===== src/rtl/alu_pkg.sv =====
// Shared definitions for the iterative multiply/divide unit: op codes, FSM states
// and operand signedness helpers.
package alu_pkg;

  typedef enum logic [2:0] {
    MULDIV_MUL    = 3'd0,
    MULDIV_MULH   = 3'd1,
    MULDIV_MULHSU = 3'd2,
    MULDIV_MULHU  = 3'd3,
    MULDIV_DIV    = 3'd4,
    MULDIV_DIVU   = 3'd5,
    MULDIV_REM    = 3'd6,
    MULDIV_REMU   = 3'd7
  } muldiv_op_e;

  typedef enum logic [1:0] {
    S_IDLE = 2'd0,
    S_CALC = 2'd1,
    S_DONE = 2'd2
  } state_e;

  function automatic logic op_a_signed(muldiv_op_e op);
    return op inside {MULDIV_MULH, MULDIV_MULHSU, MULDIV_DIV, MULDIV_REM};
  endfunction

  function automatic logic op_b_signed(muldiv_op_e op);
    return op inside {MULDIV_MULH, MULDIV_DIV, MULDIV_REM};
  endfunction

endpackage


===== src/rtl/muldiv_step.sv =====
// One iteration on the {acc, shreg} pair: shift-add for multiply (LSB-first),
// restoring trial-subtract for divide (MSB-first).
module muldiv_step #(
  parameter int XLEN = 32
) (
  input  logic            is_div,
  input  logic [XLEN-1:0] acc,
  input  logic [XLEN-1:0] shreg,
  input  logic [XLEN-1:0] operand,
  output logic [XLEN-1:0] acc_nxt,
  output logic [XLEN-1:0] shreg_nxt
);

  logic [XLEN:0] sum;
  logic [XLEN:0] shifted;
  logic [XLEN:0] trial;

  always_comb begin
    sum       = {1'b0, acc} + (shreg[0] ? {1'b0, operand} : {(XLEN+1){1'b0}});
    shifted   = {acc, shreg[XLEN-1]};
    trial     = shifted - {1'b0, operand};
    acc_nxt   = acc;
    shreg_nxt = shreg;
    if (is_div) begin
      // The partial remainder stays below the divisor, so bit XLEN of trial is a clean borrow.
      if (!trial[XLEN]) begin
        acc_nxt   = trial[XLEN-1:0];
        shreg_nxt = {shreg[XLEN-2:0], 1'b1};
      end else begin
        acc_nxt   = shifted[XLEN-1:0];
        shreg_nxt = {shreg[XLEN-2:0], 1'b0};
      end
    end else begin
      {acc_nxt, shreg_nxt} = {sum, shreg[XLEN-1:1]};
    end
  end

endmodule


===== src/rtl/alu_muldiv.sv =====
// Iterative RV32M multiply/divide unit, one bit per cycle on operand magnitudes.
// Define MULDIV_FAST_MUL_EN to compute multiplies in a single combinational step.
module alu_muldiv
  import alu_pkg::*;
#(
  parameter int XLEN = 32
) (
  input  logic            clk_i,
  input  logic            rst_n_i,
  input  logic            in_valid_i,
  output logic            in_ready_o,
  input  logic [2:0]      op_i,
  input  logic [XLEN-1:0] a_i,
  input  logic [XLEN-1:0] b_i,
  input  logic            kill_i,
  output logic            out_valid_o,
  input  logic            out_ready_i,
  output logic [XLEN-1:0] result_o,
  output logic            busy_o
);

  localparam int CNT_W = $clog2(XLEN) + 1;

  // Handshake: a request transfers on an edge where in_valid_i & in_ready_o & !kill_i;
  // a result transfers on an edge where out_valid_o & out_ready_i & !kill_i.
  state_e          state_q, state_d;
  logic [CNT_W-1:0] cnt_q;
  muldiv_op_e      op_q;
  logic            neg_q;
  logic [XLEN-1:0] acc_q, shreg_q, b_q, result_q;

  muldiv_op_e      op_in;
  logic            accept, sa, sb, neg_in, last;
  logic            div_by_zero, ovf, fast_mul, bypass;
  logic [XLEN-1:0] abs_a, abs_b, bypass_res, fast_res, calc_res;
  logic [XLEN-1:0] acc_nxt, shreg_nxt, quot, rem;
  logic [2*XLEN-1:0] prod;

  assign op_in  = muldiv_op_e'(op_i);
  assign accept = in_valid_i && (state_q == S_IDLE) && !kill_i;
  assign last   = (cnt_q == CNT_W'(XLEN - 1));

  always_comb begin
    sa          = op_a_signed(op_in) & a_i[XLEN-1];
    sb          = op_b_signed(op_in) & b_i[XLEN-1];
    abs_a       = sa ? -a_i : a_i;
    abs_b       = sb ? -b_i : b_i;
    neg_in      = (op_in[2] && op_in[1]) ? sa : (sa ^ sb);
    div_by_zero = op_in[2] && (b_i == '0);
    ovf         = (op_in == MULDIV_DIV || op_in == MULDIV_REM) &&
                  (a_i == {1'b1, {(XLEN-1){1'b0}}}) && (b_i == '1);
  end

`ifdef MULDIV_FAST_MUL_EN
  logic [XLEN:0]            fa, fb;
  logic signed [2*XLEN+1:0] fprod;
  always_comb begin
    fa    = {op_a_signed(op_in) & a_i[XLEN-1], a_i};
    fb    = {op_b_signed(op_in) & b_i[XLEN-1], b_i};
    fprod = $signed(fa) * $signed(fb);
  end
  assign fast_mul = !op_in[2];
  assign fast_res = (op_in == MULDIV_MUL) ? fprod[XLEN-1:0] : fprod[2*XLEN-1:XLEN];
`else
  assign fast_mul = 1'b0;
  assign fast_res = '0;
`endif

  assign bypass = div_by_zero || ovf || fast_mul;

  always_comb begin
    if (div_by_zero)  bypass_res = op_in[1] ? a_i : '1;
    else if (ovf)     bypass_res = op_in[1] ? '0 : a_i;
    else              bypass_res = fast_res;
  end

  muldiv_step #(.XLEN(XLEN)) u_step (
    .is_div    (op_q[2]),
    .acc       (acc_q),
    .shreg     (shreg_q),
    .operand   (b_q),
    .acc_nxt   (acc_nxt),
    .shreg_nxt (shreg_nxt)
  );

  // Sign fix-up on the final iteration's output, folded into the result register write.
  always_comb begin
    prod = {acc_nxt, shreg_nxt};
    if (neg_q) prod = -prod;
    quot = neg_q ? -shreg_nxt : shreg_nxt;
    rem  = neg_q ? -acc_nxt : acc_nxt;
    case (op_q)
      MULDIV_MUL:                 calc_res = prod[XLEN-1:0];
      MULDIV_DIV, MULDIV_DIVU:    calc_res = quot;
      MULDIV_REM, MULDIV_REMU:    calc_res = rem;
      default:                    calc_res = prod[2*XLEN-1:XLEN];
    endcase
  end

  always_ff @(posedge clk_i) begin
    if (!rst_n_i) state_q <= S_IDLE;
    else          state_q <= state_d;
  end

  always_comb begin
    state_d = state_q;
    if (kill_i) begin
      state_d = S_IDLE;
    end else begin
      case (state_q)
        S_IDLE:  if (in_valid_i) state_d = bypass ? S_DONE : S_CALC;
        S_CALC:  if (last) state_d = S_DONE;
        S_DONE:  if (out_ready_i) state_d = S_IDLE;
        default: state_d = S_IDLE;
      endcase
    end
  end

  always_ff @(posedge clk_i) begin
    if (!rst_n_i) begin
      cnt_q    <= '0;
      op_q     <= MULDIV_MUL;
      neg_q    <= 1'b0;
      acc_q    <= '0;
      shreg_q  <= '0;
      b_q      <= '0;
      result_q <= '0;
    end else if (kill_i) begin
      cnt_q    <= '0;
      result_q <= '0;
    end else if (accept) begin
      cnt_q   <= '0;
      op_q    <= op_in;
      neg_q   <= neg_in;
      acc_q   <= '0;
      shreg_q <= abs_a;
      b_q     <= abs_b;
      if (bypass) result_q <= bypass_res;
    end else if (state_q == S_CALC) begin
      acc_q   <= acc_nxt;
      shreg_q <= shreg_nxt;
      cnt_q   <= cnt_q + 1'b1;
      if (last) result_q <= calc_res;
    end
  end

  assign in_ready_o  = (state_q == S_IDLE);
  assign out_valid_o = (state_q == S_DONE);
  assign busy_o      = (state_q != S_IDLE);
  assign result_o    = result_q;

endmodule


===== config.mk =====
export PLATFORM = sky130hd
export DESIGN_NAME = alu_muldiv
export DESIGN_NICKNAME = d
export VERILOG_FILES = /design/src/rtl/alu_pkg.sv /design/src/rtl/muldiv_step.sv /design/src/rtl/alu_muldiv.sv
export SDC_FILE = /design/constraint.sdc
export NUM_CORES = 1
export LEC_CHECK = 0
export CORE_MARGIN = 4
export CORE_UTILIZATION = 30
export DETAILED_ROUTE_END_ITERATION = 7
export PLACE_DENSITY = 0.57
export SLEW_MARGIN = 30
export SYNTH_ARGS = -nofsm -noshare
export SYNTH_HDL_FRONTEND = slang
export SYNTH_HIERARCHICAL = 1
export SYNTH_SLANG_ARGS = --single-unit
export TNS_END_PERCENT = 30

===== constraint.sdc =====
create_clock -name clk_i -period 5.2 [get_ports clk_i]
set_input_delay 0.52 -clock clk_i [delete_from_list [all_inputs] [get_ports clk_i]]
set_output_delay 0.52 -clock clk_i [all_outputs]
set_load 0.03 [all_outputs]

Yosys cells after proc, flatten, opt, wreduce, memory -nomap -nowiden --
Index checks and enable logic that the tools add are counted.
Word-level totals: bits in registers 140, bits of input ports 72, output and inout port bits 35, word-level logic and storage cells 92
Cells by class: add/subtract/negate cells 8, equality and inequality tests 17, mux-type cells 29, bitwise operators 5, reductions and logical operators 25
Operators with widths (count):
- $mux W32 | 20
- $neg A32 Y32 | 4
- $pmux W32 S3 | 1
- $eq A32 B32 Y1 const B | 2
- $mux W64 | 1
- $neg A64 Y64 | 1
- $add A32 B33 Y33 | 1
- $sub A33 B32 Y33 | 1
- $logic_not A32 Y1 | 1
- $eq A3 B3 Y1 const B | 6
- $mux W2 | 4
- $add A6 B1 Y6 const B | 1
- $eq A6 B5 Y1 const B | 1
- $logic_and A1 B1 Y1 | 6
- $pmux W2 S3 | 1
- $reduce_and A3 Y1 | 2
- $reduce_bool A2 Y1 | 3
- $reduce_or A2 Y1 | 3
- $ne A2 B1 Y1 const B | 2
- $ne A2 B2 Y1 const B | 2
- $reduce_and A2 Y1 | 2
- $reduce_bool A4 Y1 | 1
- $eq A3 B1 Y1 const B | 1
- $eq A3 B2 Y1 const B | 1
- 12 further kinds | 16

Logic depth before layout (Yosys ltp) --
word-level depth 9, mapped depth 23, mapped depth without buffers 21

Hierarchy --
Netlist, hierarchy kept.
Modules (own cells, without submodules):
- alu_muldiv | instances 1, cells each 1406, area an instance 10099.7 µm²
- muldiv_step | instances 1, cells each 667, area an instance 4770.8 µm²

Worst setup path after synthesis --
OpenSTA, ideal clock, no wires.
path kind register -> register, start register shreg_q[31], end register result_q[29] (netlist: result_o[29]), library setup time 0.130 ns, arrival 5.250 ns, data required time 5.070 ns, path slack -0.180 ns, cell stages (with the launch flop) 22, path buffers 3, path through dfxtp_1 -> inv_1 -> ha_1 -> fa_1 -> nand2b_1 -> a211oi_2 -> o211ai_2 -> a211o_1 -> a21oi_2 -> a41o_2 -> nor2_2 -> buf_6 -> buf_6 -> mux2_2 -> or4_1 -> or2_0 -> clkbuf_1 -> or3_1 -> nor2_1 -> mux2_2 -> a2111oi_0 -> o31ai_1
Between the ends: cells in the longest elaborated chain, start to end 9, elaborated cells on any way between the ends 15, those cells by class 4 x add/sub; 11 x mux
RTL lines:
- start: declaration | line alu_muldiv.sv:30 | logic [XLEN-1:0] acc_q, shreg_q, b_q, result_q;
- start signal: assignment | line alu_muldiv.sv:136 | shreg_q <= abs_a;
- start signal: assignment | line alu_muldiv.sv:141 | shreg_q <= shreg_nxt;
- $sub A33 B32 Y33 (*) | line muldiv_step.sv:21 | trial = shifted - {1'b0, operand};
- $mux W1 (*) | line muldiv_step.sv:26 | if (!trial[XLEN]) begin
- $mux W32 (*) | line muldiv_step.sv:24 | if (is_div) begin
- via shreg_nxt[0] | line alu_muldiv.sv:36 | logic [XLEN-1:0] acc_nxt, shreg_nxt, quot, rem;
- $neg A64 Y64 or $neg A32 Y32 (tied branches) | line alu_muldiv.sv:89, alu_muldiv.sv:90
- $mux W64 or $mux W32 (tied branches) | line alu_muldiv.sv:89, alu_muldiv.sv:90
- $pmux W32 S3 (*) | line alu_muldiv.sv:92 | case (op_q)
- $mux W32 (*) | line alu_muldiv.sv:143 | if (last) result_q <= calc_res;
- $mux W32 (*) | line alu_muldiv.sv:139 | end else if (state_q == S_CALC) begin
- $mux W32 (*) | line alu_muldiv.sv:131 | end else if (accept) begin
- end signal: assignment | line alu_muldiv.sv:138 | if (bypass) result_q <= bypass_res;
- end signal: assignment | line alu_muldiv.sv:143
- end: declaration | line alu_muldiv.sv:30
The timed path passes the listed nets; every way through them passes the cells marked *. The select of a mux whose other input is x is not followed. A chain may end at the register's enable or synchronous reset.

Final worst setup path --
start register shreg_q[31], end register result_q[21] (netlist: result_o[21])
Same word-level chain as after synthesis.

==> metrics.md <==
| Metric | Value |
|---|---|
| Post-route total power | `around 0.0045 W` |
| Slack of the critical path | `-0.0352 ns` |
| Mapped Area | `14900 um^2` |
| Iteration-0 DRC Markers | `1556` |
| Ys Warns | `6` |
| Number of enable-type register cells in the synthesized netlist | `0` |
| Routability Congestion | `0.974` |
| Site row count | `81` |
| Post-synth top area share | `0.188` |
| Sum of buffers and inverters on the critical path | `7` |
| Synth Register Bits | `140` |
| Detail-routed via count per cell | `5.77` |
| Most common library cells after synthesis | `sky130_fd_sc_hd__a21oi_1, sky130_fd_sc_hd__nand2_1, sky130_fd_sc_hd__nor2_1, sky130_fd_sc_hd__dfxtp_1, sky130_fd_sc_hd__clkbuf_1` |
| Worst hold path type | `flop to flop` |
| Global-route usage over all layers | `0.232` |
| Crit path launch type | `flop` |
| Clock tree from TritonCTS | `built` |
| Post-synth top area cell | `sky130_fd_sc_hd__dfxtp_1` |
| Crit path largest cell delay | `0.44 ns` |
| CP max FO | `6` |
| Share of the yosys chip area belonging to registers | `0.188` |
| Stages on the worst setup path | `24` |
| Setup total negative slack | `-0.0545 ns` |
| Half-perimeter wire length after placement | `49.5 mm` |
| Number of cells traversed by the worst hold path | `2` |
| Via Count | `between 15000 and 20000` |
| Data required, critical path | `about 5.5 ns` |
| Pin count of the biggest net entering global routing | `129` |
| Overflow left after global routing | `0` |
| Wire length reported by the detailed router | `64.8 mm` |
| Die outline area | `53200 um^2` |
| Starting utilization of the core area | `0.304` |
| Share of the clock period used by the worst path | `1.01` |
| Combinational power share | `0.438` |
| Fraction of layout instances using a drive strength above 1 | `0.226` |
| Outcome | `finished with violations` |
| Internal power summed over all cells | `0.00272 W` |
| Clock share of power | `0.305` |
| Number of clock sinks | `140` |
| VDD IR max | `0.000227 V` |
| Synthesized area per cell | `7.17 um^2` |
| Post-synth cell types | `104` |
| Portion of total power attributed to sequential cells | `0.257` |
| First-pass GRT wire length | `98.1 mm` |
| Switching power total | `about 0.0017 W` |
| I/O pin total | `~110` |
| Antenna violations before repair | `0` |
| Number of port buffers | `106` |
| Critical Path End Type | `flop` |
| Number of buffers inserted during clock tree synthesis | `17` |
| Max cap viols | `0` |
| Antenna Diode Count | `0` |
| Finished Layout Cells | `3019` |
| Async set-or-reset flop fraction in the synthesized netlist | `0` |
| Max-slew headroom | `0.380` |
| Core occupancy in the finished layout | `0.409` |
| Switching portion of total power | `0.389` |
| WP data arrival | `5.54 ns` |
| Growth of design area from synthesis to finish | `34.6%` |
| Total iterations of the first detailed-routing run | `6` |
| Cell total after placement | `approximately 3000` |
| Cell types with the largest area share after synthesis | `sky130_fd_sc_hd__dfxtp_1, sky130_fd_sc_hd__a21oi_1, sky130_fd_sc_hd__ha_1, sky130_fd_sc_hd__nand2_1, sky130_fd_sc_hd__nor2_1` |
| Violated checks | `setup timing` |
| Total nets after synthesis | `2217` |
| Setup Viol. Count Final | `2` |
| Worst Skew | `0.0113 ns` |
| Critical-path cell list | `inv_2 -> ha_4 -> fa_2 -> nand2b_4 -> a211oi_4 -> o211ai_2 -> a211o_4 -> a21oi_4 -> a41o_4 -> nor2_4 -> buf_12 -> buf_12 -> mux2_4 -> or4_4 -> or2_4 -> buf_6 -> buf_6 -> o41ai_4 -> buf_4 -> xor2_1 -> nor2_1 -> nor4_2 -> buf_4 -> o31ai_1` |
| Vias in the first global route | `16600` |
| Worst setup path category | `flop to flop` |
| Core Footprint | `~50000 um^2` |
| Max Clock Freq | `0.191 GHz` |
| Most used DFF post-synth | `sky130_fd_sc_hd__dfxtp_1` |
| Count leader, synth | `sky130_fd_sc_hd__a21oi_1` |
| Gate count after technology mapping | `between 2000 and 2500` |
| Power density cells | `222 nW/um^2` |
| Clock transition time at the flip-flop clock pins of the worst setup and hold paths | `approximately 0.070 ns` |
| Net count, final | `2486` |
| Level count of the clock H-tree | `4` |
| Cells on worst reg2reg path | `24` |
| Kind of cell with the highest combined delay on the critical path | `compound AO/OA/AOI/OAI gates` |
| Slew of the pin with the lowest slew margin | `just over 0.9 ns` |
| Clock latency at the later pin of the worst-skew pair | `0.45 ns` |
| Die Wd | `231 um` |
| Remaining antenna violation count | `0` |
| Leakage dissipation | `~8 nW` |
| Slew Viols, Final | `0` |
| Slowest library cell on the worst path | `sky130_fd_sc_hd__or4_4` |
| Time the worst path needs with I/O delays and setup | `5.24 ns` |
| Routed length per placed instance | `21.5 um` |
| Cell at the root of the clock tree | `sky130_fd_sc_hd__clkbuf_16` |
| Maximum count of clock buffers along a single path | `2` |
| Final-report hold violation count | `0` |
| Die height | `231 um` |
| Unrepaired setup endpoints after global routing | `true` |
| Final routed DRC violation total | `0` |
## path summary, 6_finish.rpt
kind,endpoint,slack (ns),from
max,result_o[21],-0.04,shreg_q[31]
min,result_o[22],0.46,result_o[22]
max reg2reg,result_o[21],-0.04,shreg_q[31]
min reg2reg,result_o[22],0.46,result_o[22]
## power by group through the flow
stage / sequential (W) / combinational, W / clock (W)
after floorplan: 0.00115 / 0.000945 / 0
after global routing: 0.00115 / 0.00207 / 0.00141
after global placement: 0.00117 / 0.00165 / 0
final: 0.00115 / 0.00195 / 0.00136
after CTS: 0.00114 / 0.00172 / 0.00138
after detailed placement: 0.00117 / 0.00166 / 0
## flip-flops by register name, indices dropped and copies added, names as in the netlist
register  count
cnt_q         6
result_o     32
shreg_q      32
b_q          32
state_q       2
neg_q         1
op_q          3
acc_q        32
## cell families after synthesis
logic type,count (synthesis),share of synthesized area
and+or+nand+nor,749,0.247
AOI/OAI and AO/OA,668,0.299
buffers and inverters,217,0.0601
xor gates and xnor gates,148,0.0872
DFF,140,0.188
muxes,79,0.0565
adders and majority gates,72,0.0616
## stage by stage
step	instance area [um^2]	worst slack [ns]	hold slack [ns]
3_5_place_dp	18200	-0.551	0.449
3_3_place_gp	18200	-0.480	0.441
4_1_cts	19100	-0.0297	0.467
6_report	20000	-0.0352	0.464
2_1_floorplan	14900	0.000360	0.448
5_1_grt	20000	-0.192	0.480
## placed cells by master (no fill, tap or decap), types with 65 or more instances in the layout
cell / count
sky130_fd_sc_hd__nor2_1: 197
sky130_fd_sc_hd__inv_1: 70
sky130_fd_sc_hd__nand2_1: 207
sky130_fd_sc_hd__xnor2_1: 72
sky130_fd_sc_hd__clkdlybuf4s50_1: 106
sky130_fd_sc_hd__xor2_1: 72
sky130_fd_sc_hd__a21oi_1: 200
sky130_fd_sc_hd__buf_4: 266
sky130_fd_sc_hd__dfxtp_1: 133
sky130_fd_sc_hd__ha_1: 65
sky130_fd_sc_hd__o21ai_0: 89
## final cells by class
class                      count  area (um^2)
fill                        5035        28900
multi-input combinational   1716        12100
timing repair buffer         394         3350
sequential                   140         2820
tap                          664          831
clock buffer                  17          425
inverter                      73          274
clock inverter                15          200
## routing by layer
metal / vias up / global-route usage / part of all wire
met5: - / 0 / 0
met4: 0 / 0.0891 / 0.039
met3: 148 / 0.0317 / 0.068
met2: 763 / 0.376 / 0.45
met1: 8327 / 0.313 / 0.44
li1: 8190 / - / -
## worst reg2reg max path, stage by stage (launching register included)
cell	delay (ns)
sky130_fd_sc_hd__dfxtp_2	0.33
sky130_fd_sc_hd__inv_2	0.05
sky130_fd_sc_hd__ha_4	0.16
sky130_fd_sc_hd__fa_2	0.33
sky130_fd_sc_hd__nand2b_4	0.16
sky130_fd_sc_hd__a211oi_4	0.25
sky130_fd_sc_hd__o211ai_2	0.16
sky130_fd_sc_hd__a211o_4	0.40
sky130_fd_sc_hd__a21oi_4	0.16
sky130_fd_sc_hd__a41o_4	0.26
sky130_fd_sc_hd__nor2_4	0.05
sky130_fd_sc_hd__buf_12	0.15
sky130_fd_sc_hd__buf_12	0.15
sky130_fd_sc_hd__mux2_4	0.29
sky130_fd_sc_hd__or4_4	0.44
sky130_fd_sc_hd__or2_4	0.26
sky130_fd_sc_hd__buf_6	0.13
sky130_fd_sc_hd__buf_6	0.13
sky130_fd_sc_hd__o41ai_4	0.30
sky130_fd_sc_hd__buf_4	0.17
sky130_fd_sc_hd__xor2_1	0.17
sky130_fd_sc_hd__nor2_1	0.10
sky130_fd_sc_hd__nor4_2	0.22
sky130_fd_sc_hd__buf_4	0.20
sky130_fd_sc_hd__o31ai_1	0.08
## repair_timing
| action | CTS | global route |
|---|---|---|
| setup endpoints to repair | 23 | 30 |
| cloned | 1 | 1 |
| setup buffers | 3 | 27 |
| hold buffers | 0 | 0 |
| pin swaps | 16 | 57 |
| gates resized for setup | 47 | 144 |
(Power assumes the default switching activity.)
